===== config.mk =====
export PLATFORM = sky130hd
export DESIGN_NAME = serial_adder_ctrl
export DESIGN_NICKNAME = d
export VERILOG_FILES = /design/src/rtl/serial_adder_pkg.sv /design/src/rtl/serial_adder_ctrl.sv
export SDC_FILE = /design/constraint.sdc
export NUM_CORES = 1
export LEC_CHECK = 0
export CORE_MARGIN = 2
export CORE_UTILIZATION = 43
export CTS_CLUSTER_DIAMETER = 200
export CTS_CLUSTER_SIZE = 24
export DETAILED_ROUTE_END_ITERATION = 10
export GPL_ROUTABILITY_DRIVEN = 0
export GPL_TIMING_DRIVEN = 1
export PLACE_DENSITY = 0.85
export SYNTH_ARGS = -nofsm -noshare
export SYNTH_HDL_FRONTEND = slang
export SYNTH_SLANG_ARGS = --single-unit

===== constraint.sdc =====
create_clock -name clk -period 3.8 [get_ports clk]
set_input_delay 1.14 -clock clk [delete_from_list [all_inputs] [get_ports clk]]
set_output_delay 1.14 -clock clk [all_outputs]
set_load 0.02 [all_outputs]

===== src/rtl/serial_adder_pkg.sv =====
`default_nettype none
// +--------------------------------------------------------------------+
// | serial_adder_pkg: shared state encoding and sizing for the adder   |
// | Rev 1.0                                                            |
// +--------------------------------------------------------------------+
package serial_adder_pkg;

  localparam int DEFAULT_WIDTH = 4;
  localparam int DEFAULT_CW    = $clog2(DEFAULT_WIDTH) + 1;

  localparam logic [1:0] IDLE  = 2'd0;
  localparam logic [1:0] LOAD  = 2'd1;
  localparam logic [1:0] SHIFT = 2'd2;
  localparam logic [1:0] DONE  = 2'd3;

endpackage
`default_nettype wire


===== src/rtl/serial_adder_ctrl.sv =====
`default_nettype none
// +--------------------------------------------------------------------+
// | serial_adder_ctrl: handshake sequencer driving serial_adder        |
// | Rev 1.0                                                            |
// +--------------------------------------------------------------------+
module serial_adder_ctrl
  import serial_adder_pkg::*;
#(
  parameter int WIDTH = DEFAULT_WIDTH,
  parameter int CW    = $clog2(WIDTH) + 1
) (
  input  logic             clk,
  input  logic             reset,
  input  logic             in_valid,
  output logic             in_ready,
  input  logic [WIDTH-1:0] in_a,
  input  logic [WIDTH-1:0] in_b,
  input  logic             abort,
  output logic             add_load,
  output logic             add_shift,
  output logic [WIDTH-1:0] add_a,
  output logic [WIDTH-1:0] add_b,
  input  logic [WIDTH-1:0] add_sum,
  output logic             out_valid,
  input  logic             out_ready,
  output logic [WIDTH-1:0] out_sum,
  output logic             busy
);

  localparam logic [CW-1:0] LAST_CNT = CW'(WIDTH - 1);

  logic [1:0]       state_q, state_d;
  logic [CW-1:0]    cnt_q;
  logic [WIDTH-1:0] a_q, b_q, sum_q;

  always_ff @(posedge clk or posedge reset) begin
    if (reset) state_q <= IDLE;
    else       state_q <= state_d;
  end

  always_comb begin
    state_d = state_q;
    case (state_q)
      IDLE:    if (in_valid) state_d = LOAD;
      LOAD:    state_d = abort ? IDLE : SHIFT;
      // abort outranks completion on the final shift cycle
      SHIFT:   if (abort) state_d = IDLE;
               else if (cnt_q == LAST_CNT) state_d = DONE;
      DONE:    if (out_ready) state_d = IDLE;
      default: state_d = IDLE;
    endcase
  end

  always_comb begin
    in_ready  = (state_q == IDLE);
    add_load  = (state_q == LOAD);
    add_shift = (state_q == SHIFT);
    out_valid = (state_q == DONE);
    busy      = (state_q != IDLE);
  end

  always_ff @(posedge clk or posedge reset) begin
    if (reset) begin
      cnt_q <= '0;
      a_q   <= '0;
      b_q   <= '0;
      sum_q <= '0;
    end else begin
      if (state_q == IDLE && in_valid) begin
        a_q <= in_a;
        b_q <= in_b;
      end
      if (state_q == LOAD)       cnt_q <= '0;
      else if (state_q == SHIFT) cnt_q <= cnt_q + 1'b1;
      if (state_q == SHIFT && state_d == DONE) sum_q <= add_sum;
    end
  end

  assign add_a   = a_q;
  assign add_b   = b_q;
  assign out_sum = sum_q;

endmodule
`default_nettype wire


**Word level (Yosys, flattened, before mapping)**

Cells that the tools add are included.

- Output and inout bits: 17
- Bits of input ports: 17
- Logic and storage cells: 24
- Register bits after elaboration: 17

- Mux-type cells: 8
- Equal/unequal tests: 5
- $add $sub $neg: 1
- Reductions and logical operators: 5

Operator list:

| operator | count |
|---|---|
| $mux 2 | 5 |
| $pmux 2 s4 | 1 |
| $eq 2x2->1 const B | 3 |
| $mux 3 | 2 |
| $reduce_bool 2->1 | 2 |
| $add 3x1->3 const B | 1 |
| $eq 3x2->1 const B | 1 |
| $eq 2x1->1 const B | 1 |
| $logic_and 1x1->1 | 2 |
| $logic_not 2->1 | 1 |

**Logic depth before layout (Yosys ltp)**

- Depth after elaboration: 6
- Gate-level depth with buffers: 7
- Mapped depth without buffers: 7

**Least setup slack after synthesis**

No wires, ideal clock.

- Kind: input to register
- Start point: in abort
- End point: reg sum_q[0], in the netlist out_sum[0]
- Buffers on the path: 0
- Path slack: 1.608 ns
- Stages: 4
- Setup time: 0.125 ns
- Data required time: 3.675 ns
- Arrival: 2.067 ns
- Path through: or3_1 a21boi_2 nand3_2 mux2_2

- Longest elaborated chain between the ends: 4
- Elaborated cells on any way between the ends: 5
- Those cells by class: eq/ne (1); mux (3); reduce/logical (1)

Ends and longest elaborated chain:

| what | RTL line | source |
|---|---|---|
| from (decl) | serial_adder_ctrl.sv:18 | `input logic abort,` |
| $mux 2, on equally long branches | serial_adder_ctrl.sv:47, serial_adder_ctrl.sv:45 |  |
| $pmux 2 s4 (*) | serial_adder_ctrl.sv:43 | `case (state_q)` |
| net state_d[1] | serial_adder_ctrl.sv:32 | `logic [1:0] state_q, state_d;` |
| $eq 2x2->1 (*) | serial_adder_ctrl.sv:75 | `if (state_q == SHIFT && state_d == DONE) sum_q <= add_sum;` |
| $logic_and 1x1->1 (*) | serial_adder_ctrl.sv:75 |  |
| to (signal assigned) | serial_adder_ctrl.sv:75 |  |
| to (decl) | serial_adder_ctrl.sv:34 | `logic [WIDTH-1:0] a_q, b_q, sum_q;` |

The timed path passes the listed nets; every way through them passes the cells marked *.
A chain may end at the register's enable or synchronous reset.

**Worst setup path after layout**

- Start point: reg state_q[0]
- End point: out busy

- Longest elaborated chain between the ends: 1

Ends and longest elaborated chain:

| what | RTL line | source |
|---|---|---|
| from (decl) | serial_adder_ctrl.sv:32 |  |
| from (signal assigned) | serial_adder_ctrl.sv:38 | `else state_q <= state_d;` |
| $reduce_bool 2->1 | serial_adder_ctrl.sv:59 | `busy = (state_q != IDLE);` |
| to (decl) | serial_adder_ctrl.sv:27 | `output logic busy` |

Every way passes these cells.

==> impl_metrics.tcl <==
set metrics [dict create \
    placeableCoreArea_um2 1710 \
    antenna_left 0 \
    critical_path_peak_fanout 7 \
    routed_wire_length_per_instance_um 12.3 \
    ir_worst_vdd_mv 0.394 \
    arrival_ns 1.75 \
    floorplan.die.width_um 46.4 \
    clock_sinks 17 \
    route.detailed.drc 0 \
    clock_latency_ns 0.28 \
    timing.clock.skew_ns 0.00835 \
    route.final.wire_length_um 1500 \
    status "complete, no violations" \
    route.detailed.vias_per_inst 4.80 \
    yosysSeqAreaShare 0.550 \
    internal_pwr_total_w 0.000519 \
    synth.distinct_cells 17 \
    crit_required_ns 2.66 \
    share_seq_of_total_power 0.348 \
    syn2layout_area_growth_pct 50.3 \
    grt_busiest_layer "met2" \
    r2r_end "out_sum[0]$_DFFE_PP0P_" \
    ios 34 \
    cell_by_cell_listing_of_the_critical_path "inv_1 > ha_1 > inv_1 > clkdlybuf4s50_1" \
    regToRegSetupSlack_ns 1.87 \
    hold_path_startpoint "cnt_q[0]$_DFFE_PP0P_" \
    dr_total_vias 585 \
    groute.layer.met2.usage 0.233 \
    numCtsBuffers 3 \
    synthesis.nets 83 \
    timing.critical_path.mode_cell "sky130_fd_sc_hd__inv_1" \
    initial_core_util 0.453 \
    hold_viol 0 \
    combPwrFrac 0.541 \
    worst_slew_pin_slew_ns 0.627 \
    holdPathStages 1 \
    cts_setup_buffers 0 \
    power.share.clock 0.110 \
    drtPass1Iterations 4 \
    grt_max_degree 18 \
    yosys_register_bits 17 \
    setup_repair_after_global_routing_missed_its_margin "false" \
    timing.max_slew.rel_slack 0.582 \
    rr_startpoint "state_q[1]$_DFF_PP0_" \
    final_critical_path_setup_slack_ns 0.911 \
    tritoncts "built" \
    worst_setup_path_end_kind "primary output" \
    cap_violations 0 \
    setup_total_negative_slack_ns 0 \
    grt_antenna_before_repair 0 \
    min_period_over_period 0.760 \
    holdBufCountCts 0 \
    cp-startpoint "state_q[0]$_DFF_PP0_" \
    fp.dieArea_um2 2150 \
    max_clock_freq_mhz 346 \
    clock_tree_root_buffer_cell "sky130_fd_sc_hd__clkbuf_4" \
    grt_first_pass_wirelength_um 2370 \
    cp_slowest_cell "sky130_fd_sc_hd__clkdlybuf4s50_1" \
    ff2ff_path_depth 7 \
    cellPowerDensity_nw_per_um2 716 \
    port_buffers 33 \
    clkTransAtPathRegs_ns 0.10 \
    power_switching_w 0.000314 \
    antennaDiodeCount 0 \
    synth_cells 60 \
    holdPathEnd "cnt_q[0]$_DFFE_PP0P_" \
    row_count 15 \
    first_global_vias 571 \
    min-delay-path-class "reg -> reg" \
    met3_usage 0.0353 \
    pre_cts_ws_ns 1.11 \
    die_h_um 46.4 \
    max-clock-path-buffers 2 \
    total_leakage_power_nw 0.513 \
    grtUsageTotal 0.159 \
    share_of_cells_above_drive_strength_1 0.186 \
    globalRouteMet1Util 0.218 \
    drt_iter0_drc 3 \
    grt_remaining_overflow 0 \
    critPathLaunchType "flip-flop" \
    timing.critical_path.max_delay_family "buffers and inverters" \
    dp_hpwl_um 1140 \
    final_net_count 121 \
    criticalPathCategory "reg -> out" \
    power_switching_share 0.377 \
    final_period_minus_worst_setup_slack_ns 2.89 \
    slowest_delay_ns 0.60 \
    htree_levels 1 \
    cts_repair_resize_count 0 \
    report.final.slew_viol_count 0 \
    critPathBufInv 3 \
    synthesis.area_per_instance_um2 12.9 \
    yosysWarnings 0 \
    report.final.setup_viol 0 \
    totalPowerFinal_w 0.000832 \
    mappedNetlistArea_um2 773 \
]
## worst register-to-register path, cell delays in order, from the launching register on
cell and delay, ns:
sky130_fd_sc_hd__dfrtp_1 0.44, sky130_fd_sc_hd__inv_1 0.11, sky130_fd_sc_hd__ha_1 0.23, sky130_fd_sc_hd__nor3_1 0.07, sky130_fd_sc_hd__or3_1 0.36, sky130_fd_sc_hd__a21boi_2 0.17, sky130_fd_sc_hd__nand3_2 0.13, sky130_fd_sc_hd__mux2_2 0.30
## Yosys cell counts
cell	count	area share
sky130_fd_sc_hd__a21boi_2	1	0.015
sky130_fd_sc_hd__a21oi_1	2	0.013
sky130_fd_sc_hd__dfrtp_1	17	0.55
sky130_fd_sc_hd__ha_1	6	0.097
sky130_fd_sc_hd__inv_1	7	0.034
sky130_fd_sc_hd__mux2_2	12	0.17
sky130_fd_sc_hd__mux2i_1	1	0.013
sky130_fd_sc_hd__nand2_1	2	0.0097
sky130_fd_sc_hd__nand2b_1	1	0.0081
sky130_fd_sc_hd__nand3_2	1	0.013
sky130_fd_sc_hd__nor2_1	2	0.0097
sky130_fd_sc_hd__nor2b_1	1	0.0081
sky130_fd_sc_hd__nor3_1	1	0.0065
sky130_fd_sc_hd__o21ai_0	2	0.013
sky130_fd_sc_hd__o22ai_1	2	0.016
sky130_fd_sc_hd__o32ai_1	1	0.011
sky130_fd_sc_hd__or3_1	1	0.0081
## state kept, by name, summed over array words and instances (netlist names)
signal,count
cnt_q,3
out_sum,4
add_a,4
add_b,4
state_q,2
## cells in the final DEF (no fill, tap or decap), types with 2 or more instances in the layout
master,Yosys,layout
sky130_fd_sc_hd__nand2_1,2,2
sky130_fd_sc_hd__clkdlybuf4s50_1,0,33
sky130_fd_sc_hd__o22ai_1,2,2
sky130_fd_sc_hd__nor2_1,2,2
sky130_fd_sc_hd__dfrtp_1,17,17
sky130_fd_sc_hd__a21oi_1,2,2
sky130_fd_sc_hd__ha_1,6,6
sky130_fd_sc_hd__mux2_2,12,12
sky130_fd_sc_hd__inv_1,7,7
sky130_fd_sc_hd__clkbuf_4,0,3
sky130_fd_sc_hd__o21ai_0,2,2
## power by group through the flow
stage,logic (W),clock network (W),registers [W]
after floorplan,0.000203,0,0.000349
after global placement,0.000441,0,0.000289
after detailed placement,0.000452,0,0.000292
after CTS,0.000456,0.0000963,0.000290
after global routing,0.000488,0.000105,0.000298
final,0.000451,0.0000919,0.000290
## logic make-up (layout without fill, tap and decap cells)
logic type / count (synthesis) / in the layout / share of synthesized area
mux: 13 / 13 / 0.188
buf+inv: 7 / 44 / 0.0340
flops: 17 / 17 / 0.550
fa+ha+maj: 6 / 6 / 0.0971
compound gates: 8 / 8 / 0.0680
simple gates: 9 / 9 / 0.0631
## worst max-delay path by stage
stage                        endpoint  cells past startpoint
3_3_place_gp   out_sum[0]$_DFFE_PP0P_                      5
3_5_place_dp   out_sum[1]$_DFFE_PP0P_                      5
6_report                         busy                      4
4_1_cts                          busy                      4
5_1_grt                          busy                      4
2_1_floorplan  out_sum[0]$_DFFE_PP0P_                      4
## through the flow
stage	hold WS, ns	utilization	cell area [µm²]	cells
CTS	0.512	0.681	1160	122
floorplan	0.457	-	773	60
detailed placement	0.493	0.664	1130	118
global route	0.525	0.681	1160	122
global placement	0.467	0.664	1130	118
finish	0.506	0.681	1160	122
## metal layers
metal,share of wire,up-vias
li1,-,280
met1,0.45,281
met2,0.47,22
met3,0.069,2
met4,0.010,0
met5,0,-
## area by class of cell
cell class,count,area (µm²)
clock buffer,3,22.5
clock inverter,1,5.00
fill,133,546
inverter,7,26.3
multi-input combinational,36,322
sequential,17,425
tap,25,31.3
timing repair buffer,33,330
Note: power is estimated with default switching activity, not from simulation.
==> edit 1: new RTL, same settings <==
Set the package constant `DEFAULT_WIDTH` to 8 (it was 4).
--- a/src/rtl/serial_adder_pkg.sv
+++ b/src/rtl/serial_adder_pkg.sv
@@ -7,3 +7,3 @@
 
-  localparam int DEFAULT_WIDTH = 4;
+  localparam int DEFAULT_WIDTH = 8;
   localparam int DEFAULT_CW    = $clog2(DEFAULT_WIDTH) + 1;
Interface: changed (6 resized); port bits go from 34 to 58. The function was not compared with the original's and may differ.
==> edit 1 against the original RTL <==
Area after synthesis grew 69%; wire length grew 90%; setup slack lost 0.083 ns; clock skew shrank 0.0026 ns; via count grew 68%; total power grew 95%; cell area grew 69%; sequential cell count grew 13; largest cell class unchanged.
==> edit 1: results (changes against the original RTL) <==
[metrics] result of the run: completed
[metrics] Clock Skew: 0.00578 ns (-0.00257 ns)
[metrics] net count after synthesis: 127 (+53%)
[metrics] Overall Global Routing Usage: 0.184 (+0.0252)
[metrics] count of buffers not belonging to the clock network in the layout: 57 (+73%)
[metrics] number of H-tree levels: 2 (+1)
[metrics] Peak VDD IR: 0.000376 V (-4.6%)
[metrics] met2 WL: 1580 um (+120%)
[metrics] non-clock buffering overhead in the final layout: 0.291 (+0.00682)
[metrics] static power due to leakage: 0.861 nW (+68%)
[metrics] Clock Buffer Count: 7 (+4)
[metrics] post-synthesis compound-gate area fraction: 0.0746 (+0.00668)
[metrics] via count of the first global-routing pass: 1,037 (+82%)
[metrics] placed wire-length estimate: 2180 um (+91%)
[metrics] portion of the layout cell area used by clock cells: 0.0230 (-0.000708)
[metrics] layout inverter count without the clock tree: 7 (unchanged)
[metrics] part of the Yosys area used for sequential elements: 0.574 (+0.0240)
[metrics] Worst R2R End: out_sum[4]
[metrics] net switching power of the design: 0.618 mW (+97%)
[metrics] biggest cell delay along the critical path: 0.67 ns (+0.07 ns)
[metrics] Buffers on Ports: 57 (+73%)
[metrics] worst hold slack: 0.509 ns (+0.00326 ns)
[metrics] Clock Latency Late Sink: 0.32 ns (+0.04 ns)
[metrics] flops & latches, synth: 30 (+13)
[metrics] Hold Path End: add_a[4]
[metrics] multiplexer share of the synthesized area: 0.215 (+0.0276)
[metrics] Clock group: 0.169 mW (+84%)
[metrics] R2R cell count: 6 (-1)
[metrics] Max Fanout on Critical Path: 8 (+1)
[metrics] wire length of the first global-routing pass: 4550 um (+92%)
[metrics] met2 track demand over resource in global routing: 0.333 (+0.100)
[metrics] met1 wire length: 1040 um (+55%)
[metrics] transition time at the pin with the least slew margin: 1.10 ns (+0.474 ns)
[metrics] met1 capacity usage during global routing: 0.180 (-0.0374)
[metrics] number of different library cells in the post-synthesis netlist: 24 (+7)
[metrics] fraction of final layout cells with drive strength greater than 1: 0.218 (+0.0324)
[metrics] fraction of synthesized cell area in xor and xnor cells: 0 (unchanged)
[metrics] Clk pin slew, worst setup/hold paths: 0.08 ns (-0.02 ns)
[metrics] multi-input gate area in the final layout: 527 um2 (+64%)
[metrics] Hold Startpoint: add_a[4]
[metrics] number of multi-input combinational cells: 55 (+53%)
[metrics] Arrival @ worst endpoint: 1.83 ns (+0.08 ns)
[metrics] via count: 982 (+68%)
[metrics] destination of the critical timing path: add_load
[metrics] Post-Synth Adder-Cell Area: 0.0478 (-0.0492)
[metrics] Global Route met3 Usage: 0.0655 (+0.0302)
[metrics] power drawn by the combinational cells: 0.897 mW (+99%)
[metrics] Register Area: 751 um2 (+76%)
[edit 1: cell count changes in the layout (fill, tap and decap cells not counted), moves of 2 or more]
| cell | unedited run | this run |
|---|---|---|
| sky130_fd_sc_hd__clkdlybuf4s50_1 | 33 | 57 |
| sky130_fd_sc_hd__dfrtp_1 | 17 | 30 |
| sky130_fd_sc_hd__nand2_1 | 2 | 4 |
| sky130_fd_sc_hd__clkbuf_1 | 0 | 2 |
| sky130_fd_sc_hd__clkbuf_4 | 3 | 5 |
| sky130_fd_sc_hd__mux2_2 | 12 | 25 |
[edit 1: per-stage QoR]
| step | instance area [um2] | power [mW] | instances | worst slack [ns] |
|---|---|---|---|---|
| 2_1_floorplan | 1310 | 1.06 | 93 | 1.33 |
| 3_3_place_gp | 1920 | 1.43 | 182 | 0.737 |
| 3_5_place_dp | 1920 | 1.47 | 182 | 0.692 |
| 4_1_cts | 1960 | 1.64 | 189 | 0.807 |
| 5_1_grt | 1960 | 1.73 | 189 | 0.720 |
| 6_report | 1960 | 1.62 | 189 | 0.828 |
==> edit 2: new RTL, same settings <==
Made on the original files. Make the reset (`reset`) synchronous in 2 clocked blocks.
--- a/src/rtl/serial_adder_ctrl.sv
+++ b/src/rtl/serial_adder_ctrl.sv
@@ -35,3 +35,3 @@
 
-  always_ff @(posedge clk or posedge reset) begin
+  always_ff @(posedge clk) begin
     if (reset) state_q <= IDLE;
@@ -61,3 +61,3 @@
 
-  always_ff @(posedge clk or posedge reset) begin
+  always_ff @(posedge clk) begin
     if (reset) begin
Formal check against the unedited RTL: differs if reset is asserted again (counterexample within 4 cycles, from zero or initial values and one cycle with reset high); with reset held inactive, the same outputs for 10 cycles.
==> edit 2 against the original RTL <==
Setup slack improved by 0.087 ns; maximum frequency increased by 3.1%; sequential cell count stayed put; cell area down 9.3%; wire length shrank 6.9%; area after synthesis is 6.0% lower; highest routed layer unchanged; largest cell class unchanged.
Power is not compared: it rests on default switching activity, and its combinational part moved more than twofold at a synthesized area within 25%.
==> edit 2: results (changes against the original RTL) <==
[metrics] Overall Global Routing Usage: 0.160 (+0.00125)
[metrics] post-route cell area: 1050 um2 (-9.3%)
[metrics] layout inverter count without the clock tree: 3 (-4)
[metrics] number of different library cells in the post-synthesis netlist: 21 (+4)
[metrics] TAP cells: 16 (-36%)
[metrics] vias per cell: 4.94 (+3.0%)
[metrics] wire length of the first global-routing pass: 2330 um (-1.7%)
[metrics] portion of the layout cell area used by clock cells: 0.0249 (+0.00123)
[metrics] Clock Buffer Count: 4 (+1)
[metrics] fraction of synthesized cell area in xor and xnor cells: 0.0120 (+0.0120)
[metrics] First DRT Iteration DRCs: 7 (+4)
[metrics] top post-synthesis cells by count: sky130_fd_sc_hd__dfxtp_1 (17), sky130_fd_sc_hd__nor2_1 (17), sky130_fd_sc_hd__mux2i_1 (13), sky130_fd_sc_hd__buf_6 (3), sky130_fd_sc_hd__inv_1 (3)
[metrics] number of multi-input combinational cells: 46 (+28%)
[metrics] sequential cell count: 17 (unchanged)
[metrics] Pre-antenna DRT Iters: 4 (unchanged)
[metrics] via count of the first global-routing pass: 576 (+0.88%)
[metrics] result of the run: completed
[metrics] Post-Synth Adder-Cell Area: 0.0344 (-0.0627)
[metrics] placed wire-length estimate: 1070 um (-6.0%)
[metrics] post-placement cell area: 1030 um2 (-9.4%)
[metrics] relative slew slack: 0.438 (-0.143)
[metrics] fraction of final layout cells with drive strength greater than 1: 0.0485 (-0.137)
[metrics] cell types with the largest area share after synthesis: sky130_fd_sc_hd__dfxtp_1 (47%), sky130_fd_sc_hd__mux2i_1 (18%), sky130_fd_sc_hd__nor2_1 (8.8%)
[metrics] part of the Yosys area used for sequential elements: 0.468 (-0.0820)
[metrics] Seq area share: 0.323 (-0.0433)
[metrics] multiplexer share of the synthesized area: 0.179 (-0.00870)
[metrics] pre-CTS setup slack: 0.993 ns (-0.112 ns)
[metrics] total number of nets in the final design: 123 (+1.7%)
[metrics] post-synthesis compound-gate area fraction: 0.0448 (-0.0232)
[metrics] flip-flop cell with the highest count after synthesis: sky130_fd_sc_hd__dfxtp_1
[metrics] routed length per placed instance: 11.7 um (-4.5%)
[metrics] net count after synthesis: 91 (+9.6%)
[metrics] biggest cell delay along the critical path: 0.59 ns
[metrics] Clock Skew: 0.00302 ns (-0.00533 ns)
[metrics] combinational family with the most area after synthesis: simple AND/OR/NAND/NOR gates
[metrics] share of cell area taken by multi-input logic gates: 0.310 (+0.0330)
[metrics] Filler Cell Count: 121 (-9.0%)
[metrics] static power due to leakage: 0.421 nW
[metrics] Max Fanout on Critical Path: 10 (+3)
[edit 2: cell count changes after synthesis, moves of 2 or more]
cell / before / now
sky130_fd_sc_hd__a22oi_1: 0 / 2
sky130_fd_sc_hd__buf_6: 0 / 3
sky130_fd_sc_hd__dfrtp_1: 17 / 0
sky130_fd_sc_hd__dfxtp_1: 0 / 17
sky130_fd_sc_hd__ha_1: 6 / 2
sky130_fd_sc_hd__inv_1: 7 / 3
sky130_fd_sc_hd__mux2_2: 12 / 0
sky130_fd_sc_hd__mux2i_1: 1 / 13
sky130_fd_sc_hd__nand2_1: 2 / 0
sky130_fd_sc_hd__nor2_1: 2 / 17
sky130_fd_sc_hd__o22ai_1: 2 / 0
[edit 2: power by group]
| part | switching (mW) | internal, mW |
|---|---|---|
| combinational | 0.0290 | 0.0398 |
| clock | 0.0519 | 0.0407 |
| sequential | 0.00607 | 0.185 |
| total | 0.0870 | 0.266 |
[edit 2: routing by layer]
layer,track usage,wire (um)
met1,0.181,621
met2,0.274,656
met3,0.0520,109
met4,0.0706,8
met5,0,0
[edit 2: final timing paths]
kind	start	to	slack [ns]	depth (start not counted)
max	state_q[0]	in_ready	1.0	3
min	out_sum[3]	out_sum[3]	0.50	2
max reg2reg	state_q[0]	add_b[0]	2.20	3
min reg2reg	out_sum[3]	out_sum[3]	0.50	2
[edit 2: through the flow]
| stage | hold WS [ns] | std cells |
|---|---|---|
| after floorplan | 0.465 | 72 |
| after global placement | 0.474 | 115 |
| after detailed placement | 0.481 | 115 |
| after CTS | 0.504 | 119 |
| after global routing | 0.539 | 119 |
| final | 0.502 | 119 |
